**src/rtl/core_sequencer_if.sv**
```systemverilog
// Instruction/data memory request-acknowledge bundle for core_sequencer.
// The sequencer is the master; the memories respond through the slave side.
interface core_sequencer_if;
   logic imem_req;
   logic imem_ack;
   logic dmem_req;
   logic dmem_we;
   logic dmem_ack;

   modport master (
      output imem_req,
      output dmem_req,
      output dmem_we,
      input  imem_ack,
      input  dmem_ack
   );

   modport slave (
      input  imem_req,
      input  dmem_req,
      input  dmem_we,
      output imem_ack,
      output dmem_ack
   );
endinterface

```
**src/rtl/core_sequencer.sv**
```systemverilog
// Multi-cycle FETCH/DECODE/EXECUTE/MEM/WB control FSM for the RV32I core.
// Define SEQ_TIMEOUT_EN to add the memory-acknowledge timeout and ERROR state.
module core_sequencer #(
   parameter int unsigned TIMEOUT_CYCLES = 255
) (
   input  logic             clk,
   input  logic             reset,
   core_sequencer_if.master mem,
   input  logic             is_store,
   input  logic             is_load,
   input  logic             is_branch,
   input  logic             is_jump,
   input  logic             is_alu,
   input  logic             halt_req,
   output logic             decode_en,
   output logic             execute_en,
   output logic             wb_en,
   output logic             pc_we,
   output logic             retire,
   output logic [31:0]      instret,
   output logic             halted,
   output logic             bus_error
);

   typedef enum logic [2:0] {
      BOOT    = 3'd0,
      FETCH   = 3'd1,
      DECODE  = 3'd2,
      EXECUTE = 3'd3,
      MEM     = 3'd4,
      WB      = 3'd5,
      HALT    = 3'd6,
      ERROR   = 3'd7
   } state_e;

   state_e      state_q, state_d;
   logic        mem_q, mem_d;
   logic        store_q, store_d;
   logic        wr_q, wr_d;
   logic        hpend_q, hpend_d;
   logic [31:0] instret_q, instret_d;
   logic        tmo;

`ifdef SEQ_TIMEOUT_EN
   localparam logic [15:0] WaitLimit = 16'(TIMEOUT_CYCLES - 1);

   logic [15:0] wcnt_q, wcnt_d;

   // Counter is zero in the first cycle of a wait, so the limit-th
   // waiting cycle without an ack is the last one tolerated.
   assign tmo = (wcnt_q >= WaitLimit);

   always_comb begin
      wcnt_d = '0;
      if ((state_q == FETCH && !mem.imem_ack) ||
          (state_q == MEM && !mem.dmem_ack))
         wcnt_d = wcnt_q + 16'd1;
   end

   always_ff @(posedge clk) begin
      if (reset) wcnt_q <= '0;
      else       wcnt_q <= wcnt_d;
   end
`else
   assign tmo = 1'b0;
`endif

   always_ff @(posedge clk) begin
      if (reset) begin
         state_q   <= BOOT;
         mem_q     <= 1'b0;
         store_q   <= 1'b0;
         wr_q      <= 1'b0;
         hpend_q   <= 1'b0;
         instret_q <= '0;
      end else begin
         state_q   <= state_d;
         mem_q     <= mem_d;
         store_q   <= store_d;
         wr_q      <= wr_d;
         hpend_q   <= hpend_d;
         instret_q <= instret_d;
      end
   end

   always_comb begin
      state_d   = state_q;
      mem_d     = mem_q;
      store_d   = store_q;
      wr_d      = wr_q;
      hpend_d   = hpend_q;
      instret_d = instret_q;
      if (halt_req && state_q != HALT)
         hpend_d = 1'b1;
      unique case (state_q)
         BOOT: state_d = FETCH;
         FETCH: begin
            if (mem.imem_ack) state_d = DECODE;
            else if (tmo)     state_d = ERROR;
         end
         DECODE: state_d = EXECUTE;
         EXECUTE: begin
            mem_d   = 1'b0;
            store_d = 1'b0;
            wr_d    = 1'b0;
            priority case (1'b1)
               is_store: begin
                  mem_d   = 1'b1;
                  store_d = 1'b1;
               end
               is_load: begin
                  mem_d = 1'b1;
                  wr_d  = 1'b1;
               end
               is_branch: ;
               is_jump:   wr_d = 1'b1;
               is_alu:    wr_d = 1'b1;
               default:   ;
            endcase
            state_d = mem_d ? MEM : WB;
         end
         MEM: begin
            if (mem.dmem_ack) state_d = WB;
            else if (tmo)     state_d = ERROR;
         end
         WB: begin
            instret_d = instret_q + 32'd1;
            if (hpend_q || halt_req) begin
               state_d = HALT;
               hpend_d = 1'b0;
            end else begin
               state_d = FETCH;
            end
         end
         HALT: begin
            if (!halt_req) state_d = FETCH;
         end
`ifdef SEQ_TIMEOUT_EN
         ERROR: state_d = ERROR;
`else
         default: state_d = BOOT;
`endif
      endcase
   end

   // Strobes decode the state register; reset forces them quiet.
   always_comb begin
      mem.imem_req = 1'b0;
      mem.dmem_req = 1'b0;
      mem.dmem_we  = 1'b0;
      decode_en    = 1'b0;
      execute_en   = 1'b0;
      wb_en        = 1'b0;
      pc_we        = 1'b0;
      retire       = 1'b0;
      halted       = 1'b0;
      bus_error    = 1'b0;
      if (!reset) begin
         unique case (state_q)
            FETCH:   mem.imem_req = 1'b1;
            DECODE:  decode_en = 1'b1;
            EXECUTE: execute_en = 1'b1;
            MEM: begin
               mem.dmem_req = mem_q;
               mem.dmem_we  = store_q;
            end
            WB: begin
               pc_we  = 1'b1;
               retire = 1'b1;
               wb_en  = wr_q;
            end
            HALT:    halted = 1'b1;
`ifdef SEQ_TIMEOUT_EN
            ERROR:   bus_error = 1'b1;
`endif
            default: ;
         endcase
      end
   end

   assign instret = instret_q;

endmodule

```
**src/flat_wrapper.sv**
```systemverilog
// flat-port wrapper written by rule: the top's interface ports become plain ports
module core_sequencer_flat 
#(
   parameter int unsigned TIMEOUT_CYCLES = 255
)
  (clk, reset, is_store, is_load, is_branch, is_jump, is_alu, halt_req, decode_en, execute_en, wb_en, pc_we, retire, instret, halted, bus_error, mem_imem_req, mem_dmem_req, mem_dmem_we, mem_imem_ack, mem_dmem_ack);
  core_sequencer_if mem_i ();
  input  logic clk;
  input  logic reset;
  input  logic is_store;
  input  logic is_load;
  input  logic is_branch;
  input  logic is_jump;
  input  logic is_alu;
  input  logic halt_req;
  output logic decode_en;
  output logic execute_en;
  output logic wb_en;
  output logic pc_we;
  output logic retire;
  output logic [31:0] instret;
  output logic halted;
  output logic bus_error;
  output wire logic [$bits(mem_i.imem_req)-1:0] mem_imem_req;
  output wire logic [$bits(mem_i.dmem_req)-1:0] mem_dmem_req;
  output wire logic [$bits(mem_i.dmem_we)-1:0] mem_dmem_we;
  input wire logic [$bits(mem_i.imem_ack)-1:0] mem_imem_ack;
  input wire logic [$bits(mem_i.dmem_ack)-1:0] mem_dmem_ack;
  assign mem_imem_req = mem_i.imem_req;
  assign mem_dmem_req = mem_i.dmem_req;
  assign mem_dmem_we = mem_i.dmem_we;
  assign mem_i.imem_ack = mem_imem_ack;
  assign mem_i.dmem_ack = mem_dmem_ack;
  core_sequencer #(.TIMEOUT_CYCLES(TIMEOUT_CYCLES)) u_core (.clk(clk), .reset(reset), .mem(mem_i), .is_store(is_store), .is_load(is_load), .is_branch(is_branch), .is_jump(is_jump), .is_alu(is_alu), .halt_req(halt_req), .decode_en(decode_en), .execute_en(execute_en), .wb_en(wb_en), .pc_we(pc_we), .retire(retire), .instret(instret), .halted(halted), .bus_error(bus_error));
endmodule
```
**config.mk**
```make
export PLATFORM = sky130hd
export DESIGN_NAME = core_sequencer_flat
export DESIGN_NICKNAME = d
export VERILOG_FILES = /design/src/rtl/core_sequencer_if.sv /design/src/rtl/core_sequencer.sv /design/src/flat_wrapper.sv
export SDC_FILE = /design/constraint.sdc
export NUM_CORES = 1
export LEC_CHECK = 0
export CELL_PAD_IN_SITES_DETAIL_PLACEMENT = 2
export CELL_PAD_IN_SITES_GLOBAL_PLACEMENT = 2
export CORE_MARGIN = 10
export CORE_UTILIZATION = 29
export CTS_CLUSTER_DIAMETER = 100
export DETAILED_ROUTE_END_ITERATION = 10
export PLACE_DENSITY_LB_ADDON = 0.1
export REMOVE_ABC_BUFFERS = 1
export SYNTH_ARGS = -nofsm -noshare
export SYNTH_HDL_FRONTEND = slang
export SYNTH_SLANG_ARGS = --single-unit
```
**constraint.sdc**
```tcl
create_clock -name clk -period 5.42 [get_ports clk]
set_input_delay 1.084 -clock clk [delete_from_list [all_inputs] [get_ports clk]]
set_output_delay 1.084 -clock clk [all_outputs]
set_load 0.05 [all_outputs]
```
==> results of run 1 <==
==> critical path: cells and delay by family <==
family,cells,cell delay (ns)
buffers and inverters,2,1.42
and+or+nand+nor,2,0.61
==> cells by family after synthesis <==
logic type | count (synthesis)
flip-flops | 39
adder cells (fa/ha/maj) | 1
other | 1
buffers and inverters | 21
AO/OA/AOI/OAI | 58
multiplexers | 3
XOR/XNOR | 8
AND/OR/NAND/NOR | 112
==> layout make-up <==
cell class                      count  area (um^2)
Fill cell                         749         4090
Multi-Input combinational cell    183         1100
Tap cell                           80          100
Sequential cell                    39          781
Clock buffer                        6         82.6
Timing Repair Buffer               51          508
Inverter                            6         22.5
Clock inverter                      2         35.0
==> per-layer routing <==
| layer | part of all wire [%] | vias up | global-route usage [%] |
|---|---|---|---|
| met5 | 0 | - | 0 |
| li1 | - | 972 | - |
| met4 | 1.3 | 0 | 4.23 |
| met1 | 43 | 980 | 13.0 |
| met3 | 6.1 | 7 | 4.02 |
| met2 | 50 | 30 | 20.9 |
==> flip-flops by register name (all words and copies together), names as in the netlist <==
signal,cells
u_core.mem_q,1
u_core.store_q,1
u_core.wr_q,1
u_core.state_q,3
u_core.hpend_q,1
u_core.instret,32
==> worst min-delay path by stage <==
stage	startpoint	to	slack, ns	depth (start not counted)
floorplan	u_core.mem_q	u_core.mem_q	0.45	2
global placement	u_core.instret[31]	u_core.instret[31]	0.47	2
detailed placement	u_core.instret[31]	u_core.instret[31]	0.48	2
CTS	u_core.instret[31]	u_core.instret[31]	0.49	2
global route	u_core.instret[31]	u_core.instret[31]	0.51	2
finish	u_core.instret[31]	u_core.instret[31]	0.49	2
==> through the flow <==
step	worst slack, ns	hold WS, ns	cell area [um^2]
5_1_grt	1.11	0.511	2630
3_5_place_dp	1.17	0.478	2510
4_1_cts	1.18	0.491	2630
6_report	1.22	0.485	2630
2_1_floorplan	1.39	0.446	1900
3_3_place_gp	1.22	0.466	2510
==> where the power goes <==
part / internal, mW / switching [mW] / total (mW)
Combinational: 0.0184 / 0.0242 / 0.0426
Clock: 0.149 / 0.112 / 0.261
Sequential: 0.290 / 0.00950 / 0.299
==> cell usage in the layout, fill, tap and decap left out, drive strengths merged <==
cell           count
clkdlybuf4s50     50
dfxtp             39
a21oi             28
nor2              20
nand2             16
o21ai             15
or4               13
or3               12
nand3             11
o31ai              9
nand4              8
nor3               7
inv                6
clkbuf             6
and2               5
xnor2              5
nor2b              3
and4               3
xor2               3
nand3b             2
nor4b              2
nand2b             2
and3               2
a211oi             2
or4b               2
nor4               2
mux2               2
nand4b             1
and4b              1
a2111oi            1
o21a               1
a21o               1
o21bai             1
mux2i              1
ha                 1
conb               1
clkinv             1
bufinv             1
buf                1
==> summary.txt, run 1 <==
Yosys
  – Post-synthesis sequential area ratio: 39.5%
  – Multiplexer area fraction after synthesis: 1.65%
  – Synth top cells by count: dfxtp_1 (39), a21oi_1 (28), nor2_1 (20)
  – Mapped Cells: 243
  – Leading area contributor after synthesis: dfxtp_1
  – Top post-synthesis cells by area: dfxtp_1 (40%), a21oi_1 (7.1%), or4_1 (4.6%)
  – Post-Synth Adder-Cell Area: 0.634%
  – EDFF count, synth: 0
  – Count of different cell masters after synthesis: 39
  – Post-synthesis register bit count: 39
  – Area fraction in compound gates after synthesis: ~17%
  – Syn_area_per_cell: ~8.1 um^2
  – Count leader, synth: dfxtp_1
  – Post-synth top flop: dfxtp_1
  – Area share of the largest cell type after synthesis: 39.5%
  – Post-synth ARST share: 0%
  – Ys Warns: 0
  – Post-synthesis simple-gate area fraction: 33.0%
  – Mapped Area: 1970 um^2
  – Xor/xnor share of the synthesized area: 3.55%
  – Largest family of logic cells by synthesized area: simple AND/OR/NAND/NOR gates

Placed design
  – Routability Congestion: 0.708
  – Port bufs: 50
  – Dpl cells: 359
  – HPWL Detailed: 4.45 mm

Floorplanning
  – Core Rows: 30
  – Horiz. Die Dim: 103 um
  – Die area: 10500 um^2
  – Core Area: 6720 um^2
  – Die Y-Extent: 103 um
  – Initial Util: roughly 29%
  – Ports: between 50 and 60

STA
  – Final worst path period share: 77.5%
  – Final setup viols: 0
  – Fin Setup TNS: 0 ns
  – Max frequency: between 0.2 and 0.25 GHz
  – Slew @ Worst Pin: about 0.67 ns
  – Slew Limit Fails: 0
  – Final hold viol count: 0
  – Final min period: 4.20 ns
  – RSZ-0062 raised after global routing: no
  – Slew HR: 55.3%
  – Post-Route Skew: about 0.0079 ns

Critical path
  – Crit path capture: mem_dmem_req
  – Critical Path AT: 3.12 ns
  – Slowest cell delay on critical path: 0.80 ns
  – Worst r2r src: u_core.state_q[2]
  – CP Launch Point: reset
  – CP required: about 4.3 ns
  – Crit start category: input port
  – Crit path max fanout: 11
  – Cells on worst reg2reg path: 4
  – Reg-to-reg endpoint: u_core.instret[29]
  – Critical path's most frequent cell: clkdlybuf4s50_1
  – Crit. End Element: primary output
  – Reg-to-reg slack, setup: 2.87 ns
  – Crit Path Category: input port to primary output
  – Critical-path cell list: clkdlybuf4s50_1 -> nor4b_1 -> and2_1 -> clkdlybuf4s50_1
  – CP max-delay cell: clkdlybuf4s50_1

Layout
  – N_diodes: 0
  – Share of post-route cells with drive strength above 1: 5.23%
  – Nets: 297
  – Synth-to-layout area growth: 33.1%
  – Non-filler cells, final: 367
  – Post-Route Utilization: 39.1%

Clock network
  – CTS Root Cell: clkbuf_8
  – CTS Buffer Depth: 2
  – CTS Hold Bufs: 0
  – Post-CTS Setup Inserts: 0
  – Clock sink count: 39
  – Clk pin slew, worst setup/hold paths: 0.08 ns
  – Worst-skew pair later-pin latency: 0.30 ns
  – H-tree Lvls: 2
  – CTS tree: built
  – Post_cts resized: 0
  – TritonCTS Buffers: 5

Route
  – Wire length per cell: roughly 17 um
  – Vias/cell: 5.42
  – Detailed Routing Iterations Pass 1: 4
  – Total routed wirelength: 6.09 mm
  – Post-route antenna net violation count: 0
  – Number of remaining DRC errors: 0
  – Via count: 1989
  – DR iter-0 viols: 16

Job
  – Max-cap violations: 0

Global route
  – First-pass GRT wire length: 10.1 mm
  – GR Overflow Total: 0
  – Total track usage: roughly an eighth
  – Vias in the first global route: 2087
  – Largest net degree at the start of global routing: 38
  – Initial antenna violation count: 0

Status
  – Status: completed

Hold path
  – Hold Crit Class: flop to flop

Power and ir drop
  – Worst vdd ir: 0.104 mV
  – Leakage: between 0.8 and 0.9 nW
  – Overall Power: 0.603 mW
  – Pwr/cell area: 229 nW/um^2
(Power assumes the default switching activity.)
==> inputs of run 2 (changes only) <==
- CORE_UTILIZATION: 29 -> 25
- clock period: 5.42 -> 3.4 ns (I/O delays scaled with it)
==> run 2 against run 1 <==
Register-to-register slack worse by 1.8 ns. Non-clock buffer count is 3 higher. Global-route usage is 1.3 points lower. Setup slack worse by 0.52 ns. Critical endpoint unchanged. Worst hold slack better by 0.0070 ns. Total power is 43% higher. Sequential share of layout area is 1.0 points lower. Die area is 13% higher. Count of clock-buffer cells in the layout stayed put. Critical path depth stayed put. Routed wire length is 2.2% higher.
==> summary.txt, run 2 (synthesis results as in run 1) <==
Route
  – Total routed wirelength: 6.22 mm (+2.2%)
  – Number of remaining DRC errors: 0 (unchanged)
  – Wire length per cell: 15.9 um (-4.4%)
  – Detailed Routing Iterations Pass 1: 4 (unchanged)
  – DR iter-0 viols: 43 (+27)
  – Via count: 1989 (unchanged)
  – Post-route antenna net violation count: 0 (unchanged)
  – Vias/cell: 5.07 (-6.4%)

Clock network
  – CTS Buffer Depth: 2 (unchanged)
  – Worst-skew pair later-pin latency: 0.29 ns (about the same)
  – Clock sink count: 39 (unchanged)
  – TritonCTS Buffers: 5 (unchanged)
  – CTS Root Cell: clkbuf_8
  – H-tree Lvls: 2 (unchanged)
  – Clk pin slew, worst setup/hold paths: 0.07 ns (about the same)
  – Post_cts resized: 0 (unchanged)
  – CTS Hold Bufs: 0 (unchanged)
  – Post-CTS Setup Inserts: 0 (unchanged)
  – CTS tree: built

Placed design
  – Port bufs: 50 (unchanged)
  – Routability Congestion: 0.716 (+1.1%)
  – HPWL Detailed: 4.67 mm (+5.1%)
  – Dpl cells: 384 (+7.0%)

Critical path
  – Slowest cell delay on critical path: 0.51 ns (-0.29 ns)
  – CP Launch Point: reset
  – Critical Path AT: 2.02 ns (-1.10 ns)
  – Cells on worst reg2reg path: 4 (unchanged)
  – CP max-delay cell: clkdlybuf4s50_1
  – Reg-to-reg slack, setup: 1.09 ns (-1.78 ns)
  – CP required: 2.72 ns (-1.62 ns)
  – Crit start category: input port
  – Critical-path cell list: clkdlybuf4s50_1 -> nor4b_1 -> and2_1 -> buf_12
  – Crit path max fanout: 5 (-6)
  – Crit. End Element: primary output
  – Crit path capture: mem_dmem_req
  – Reg-to-reg endpoint: u_core.instret[29]
  – Worst r2r src: u_core.state_q[1]
  – Crit Path Category: input port to primary output

STA
  – Slew HR: 64.0% (+8.7 points)
  – Slew @ Worst Pin: 0.539 ns (-0.131 ns)
  – RSZ-0062 raised after global routing: no
  – Post-Route Skew: 0.0105 ns (+0.00258 ns)
  – Max frequency: ~0.37 GHz
  – Final min period: between 2 and 3 ns
  – Slew Limit Fails: 0 (unchanged)
  – Final setup viols: 0 (unchanged)
  – Final hold viol count: 0 (unchanged)
  – Final worst path period share: 79.4%

Global route
  – Vias in the first global route: 2084 (-0.14%)
  – GR Overflow Total: 0 (unchanged)
  – Initial antenna violation count: 0 (unchanged)
  – Largest net degree at the start of global routing: 35 (-7.9%)
  – Total track usage: 10.6% (-1.3 points)
  – First-pass GRT wire length: 10.3 mm (+2.4%)

Layout
  – Filler Cell Count: 908 (+21%)
  – Synth-to-layout area growth: 38.0%
  – Most common cell after layout, fill and taps aside: clkdlybuf4s50_1
  – Share of post-route cells with drive strength above 1: 8.97% (+3.7 points)
  – Max FFs per register: 32 (unchanged)
  – N_diodes: 0 (unchanged)
  – Post-Route Utilization: 35.4% (-3.7 points)
  – Non-filler cells, final: 392 (+6.8%)
  – Nets: 300 (+1.0%)
  – Most frequent cells in the layout: clkdlybuf4s50_1 (41), dfxtp_1 (39), a21oi_1 (28)

Power and ir drop
  – Switching portion of total power: 25.7% (+1.5 points)
  – Worst vdd ir: 0.141 mV (+36%)
  – Pwr/cell area: 317 nW/um^2 (+38%)
  – Logic pwr share: 9.6% (+2.5 points)
  – NetSw: 0.222 mW (+52%)
  – Overall Power: 0.865 mW (+43%)
  – Leakage: 0.887 nW (+4.2%)
  – Part of the power in the clock network: 35.8% (-7.5 points)
  – Sequential power share: 54.6% (+5.0 points)
  – Int Power: 0.643 mW (+40%)

Floorplanning
  – Horiz. Die Dim: 109 um (+6.2%)
  – Core Rows: 32 (+6.7%)
  – Core Area: 7690 um^2 (+14%)
  – Die area: 11900 um^2 (+13%)
  – Initial Util: 25.7% (-3.7 points)
  – Die Y-Extent: 109 um (+6.2%)
  – Ports: 52 (unchanged)

Status
  – Status: completed

Job
  – Max-cap violations: 0 (unchanged)

Hold path
  – Hold Crit Class: flop to flop
  – Depth of the worst hold-timing path: 2 (unchanged)
[run 2: cell types whose count changed in the layout (fill, tap and decap cells not counted), sizes merged]
cell	previous run	this run
clkdlybuf4s50	50	41
clkinvlp	0	1
buf	1	13
bufinv	1	0
[run 2: worst max-delay path: cells and delay by family]
family	cells	cell delay, ns
and+or+nand+nor	2	0.67
buffers and inverters	2	0.66
[run 2: metrics by stage]
| stage | setup slack, ns | hold WS [ns] | TNS (ns) | cell area [um^2] |
|---|---|---|---|---|
| floorplan | -0.0757 | 0.446 | -0.0757 | 1900 |
| global placement | 0.701 | 0.469 | 0 | 2640 |
| detailed placement | 0.668 | 0.481 | 0 | 2640 |
| CTS | 0.666 | 0.498 | 0 | 2720 |
| global route | 0.594 | 0.536 | 0 | 2720 |
| finish | 0.701 | 0.492 | 0 | 2720 |
[run 2: routing by layer]
layer / vias to the layer above / GRT usage, % / routed length, um
met2: 33 / 18.6 / 3170
met3: 5 / 3.60 / 384
met4: 0 / 2.92 / 52
li1: 981 / - / -
met5: - / 0 / 0
met1: 970 / 11.8 / 2610
[run 2: layout make-up]
cell class	instances	area, um^2	area share, %
Clock buffer	6	72.6	2.66
Clock inverter	2	12.5	0.459
Inverter	6	22.5	0.827
Multi-Input combinational cell	183	1100	40.4
Sequential cell	39	781	28.7
Tap cell	102	128	4.69
Timing Repair Buffer	54	608	22.3
[run 2: worst min-delay path by stage]
stage	from	to	slack (ns)
after floorplan	u_core.mem_q	u_core.mem_q	0.45
after global placement	u_core.instret[31]	u_core.instret[31]	0.47
after detailed placement	u_core.mem_q	u_core.mem_q	0.48
after CTS	u_core.mem_q	u_core.mem_q	0.50
after global routing	u_core.mem_q	u_core.mem_q	0.54
final	u_core.store_q	u_core.store_q	0.49
[run 2: power by group through the flow]
stage / Combinational [mW] / Clock, mW / Sequential [mW]
global route: 0.0911 / 0.348 / 0.474
finish: 0.0831 / 0.309 / 0.472
CTS: 0.0848 / 0.332 / 0.472
detailed placement: 0.0843 / 0 / 0.483
floorplan: 0.0365 / 0 / 0.484
global placement: 0.0841 / 0 / 0.483
==> inputs of run 3 (changes only) <==
- CORE_UTILIZATION: 25 -> 27
- clock period: 3.4 -> 2.65 ns (I/O delays scaled with it)
==> run 3 against run 2 <==
Non-clock buffer count up 2. Clock power up 96%. Core utilization up 3.4 points. Setup slack worse by 0.47 ns. First-iteration DRC count up 4.7%. Clock skew up 0.0050 ns. Via count up 1.7%. Worst hold slack worse by 0.0057 ns. Critical path depth up 2. Critical endpoint is now wb_en.
==> summary.txt, run 3 (synthesis results as in run 1) <==
Status
  – Status: completed

Route
  – DR iter-0 viols: 45 (+4.7%)
  – Post-route antenna net violation count: 0 (unchanged)
  – Vias/cell: 5.17 (+2.0%)
  – Number of remaining DRC errors: 0 (unchanged)
  – Total routed wirelength: 6.20 mm (-0.31%)
  – Wire length per cell: 15.9 um (about the same)
  – Detailed Routing Iterations Pass 1: 3 (-1)
  – Via count: 2023 (+1.7%)

Floorplanning
  – Ports: 52 (unchanged)
  – Core Rows: 31 (-3.1%)
  – Core Area: 7180 um^2 (-6.7%)
  – Die Y-Extent: 106 um (-3.1%)
  – Die area: 11100 um^2 (-6.1%)
  – Initial Util: 27.5% (+1.8 points)
  – Horiz. Die Dim: 106 um (-3.1%)

Job
  – Max-cap violations: 0 (unchanged)

Critical path
  – Crit start category: flop
  – Slowest cell delay on critical path: 0.39 ns (-0.12 ns)
  – Crit Path Category: flop to primary output
  – Worst r2r src: u_core.state_q[0]
  – CP Launch Point: u_core.state_q[1]
  – Crit path max fanout: 9 (+4)
  – CP max-delay cell: dfxtp_1
  – CP required: 2.12 ns (-0.60 ns)
  – Crit. End Element: primary output
  – Reg-to-reg slack, setup: 0.40 ns (-0.69 ns)
  – Crit path capture: wb_en
  – Critical Path AT: 1.89 ns (-0.13 ns)
  – Critical path's most frequent cell: buf_4
  – Critical-path cell list: buf_4 -> nor2b_1 -> nand2_1 -> nor2_2 -> and2_1 -> buf_4
  – Cells on worst reg2reg path: 4 (unchanged)
  – Reg-to-reg endpoint: u_core.instret[29]

Global route
  – Initial antenna violation count: 0 (unchanged)
  – GR Overflow Total: 0 (unchanged)
  – Total track usage: 11.4% (+0.81 points)
  – Largest net degree at the start of global routing: 35 (unchanged)
  – First-pass GRT wire length: 10.7 mm (+3.8%)
  – Vias in the first global route: 2177 (+4.5%)

Clock network
  – CTS tree: built
  – Worst-skew pair later-pin latency: 0.30 ns (about the same)
  – Clock sink count: 39 (unchanged)
  – Clk pin slew, worst setup/hold paths: 0.08 ns (about the same)
  – CTS Buffer Depth: 2 (unchanged)
  – Post_cts resized: 0 (unchanged)
  – TritonCTS Buffers: 5 (unchanged)
  – Post-CTS Setup Inserts: 0 (unchanged)
  – H-tree Lvls: 2 (unchanged)
  – CTS Hold Bufs: 0 (unchanged)
  – CTS Root Cell: clkbuf_8

Layout
  – N_diodes: 0 (unchanged)
  – Post-Route Utilization: 38.9% (+3.4 points)
  – Share of post-route cells with drive strength above 1: 10.3% (+1.3 points)
  – Max FFs per register: 32 (unchanged)
  – Nets: 302 (+0.67%)
  – Most common cell after layout, fill and taps aside: clkdlybuf4s50_1
  – Most frequent cells in the layout: clkdlybuf4s50_1 (41), dfxtp_1 (39), a21oi_1 (28)
  – Synth-to-layout area growth: 41.3%

STA
  – RSZ-0062 raised after global routing: no
  – Hold WS: 0.487 ns (-0.00571 ns)
  – Slew HR: 63.9% (-0.099 points)
  – Final worst path period share: 91.3%
  – Final setup viols: 0 (unchanged)
  – Final setup margin: 0.231 ns (-0.470 ns)
  – Final min period: 2.42 ns
  – Final hold viol count: 0 (unchanged)
  – Slew Limit Fails: 0 (unchanged)
  – Max frequency: 0.413 GHz
  – Slew @ Worst Pin: 0.540 ns (+0.00148 ns)
  – Post-Route Skew: 0.0154 ns (+0.00496 ns)

Power and ir drop
  – Overall Power: 1.32 mW (+53%)
  – Worst vdd ir: 0.193 mV (+37%)
  – Pwr/cell area: 474 nW/um^2 (+49%)
  – Leakage: 0.920 nW (+3.7%)

Placed design
  – HPWL Detailed: 4.67 mm (about the same)
  – Routability Congestion: 0.703 (-1.8%)
  – Worst slack at placement: 0.225 ns (-0.443 ns)
  – Port bufs: 50 (unchanged)

Hold path
  – Hold Crit Class: flop to flop
## run 3: cell count changes in the layout (fill, tap and decap cells not counted), sizes merged
cell    before  now
buf         13   15
bufinv       0    2
clkbuf       6    5
clkinv       1    0
## run 3: worst max-delay path: cells and delay by family (launching register included)
| kind | cells | cell delay, ns |
|---|---|---|
| buffers and inverters | 2 | 0.39 |
| and+or+nand+nor | 4 | 0.82 |
| DFF | 1 | 0.39 |
## run 3: per-layer routing
layer	GRT usage (%)	share of wire, %
met1	12.0	42
met2	20.3	51
met3	4.75	6.7
met4	3.19	0.84
met5	0	0
## run 3: how the worst min path moves through the flow
stage,start,endpoint,cells after the start
floorplan,u_core.mem_q,u_core.mem_q,2
global placement,u_core.instret[31],u_core.instret[31],2
detailed placement,u_core.mem_q,u_core.mem_q,2
CTS,u_core.mem_q,u_core.mem_q,2
global route,u_core.instret[31],u_core.instret[31],2
finish,u_core.mem_q,u_core.mem_q,2
## run 3: layout make-up
| cell class | instances | area (um^2) |
|---|---|---|
| sequential | 39 | 781 |
| clock buffer | 5 | 68.8 |
| tap | 99 | 124 |
| inverter | 6 | 22.5 |
| timing repair buffer | 56 | 623 |
| multi-input combinational | 183 | 1100 |
| clock inverter | 3 | 67.6 |
| fill | 817 | 4390 |
## run 3: per-stage QoR
step	area (um^2)	setup TNS [ns]	instances
3_5_place_dp	2650	0	383
3_3_place_gp	2650	0	383
5_1_grt	2790	0	391
6_report	2790	0	391
2_1_floorplan	1900	-0.909	228
4_1_cts	2790	0	391
## run 3: power by group
part           total (mW)  internal, mW  leakage (nW)  switching, mW
clock network       0.607         0.376        0.0644          0.231
registers           0.603         0.593         0.315        0.00995
logic               0.113        0.0504         0.540         0.0628
total                1.32          1.02         0.920          0.304
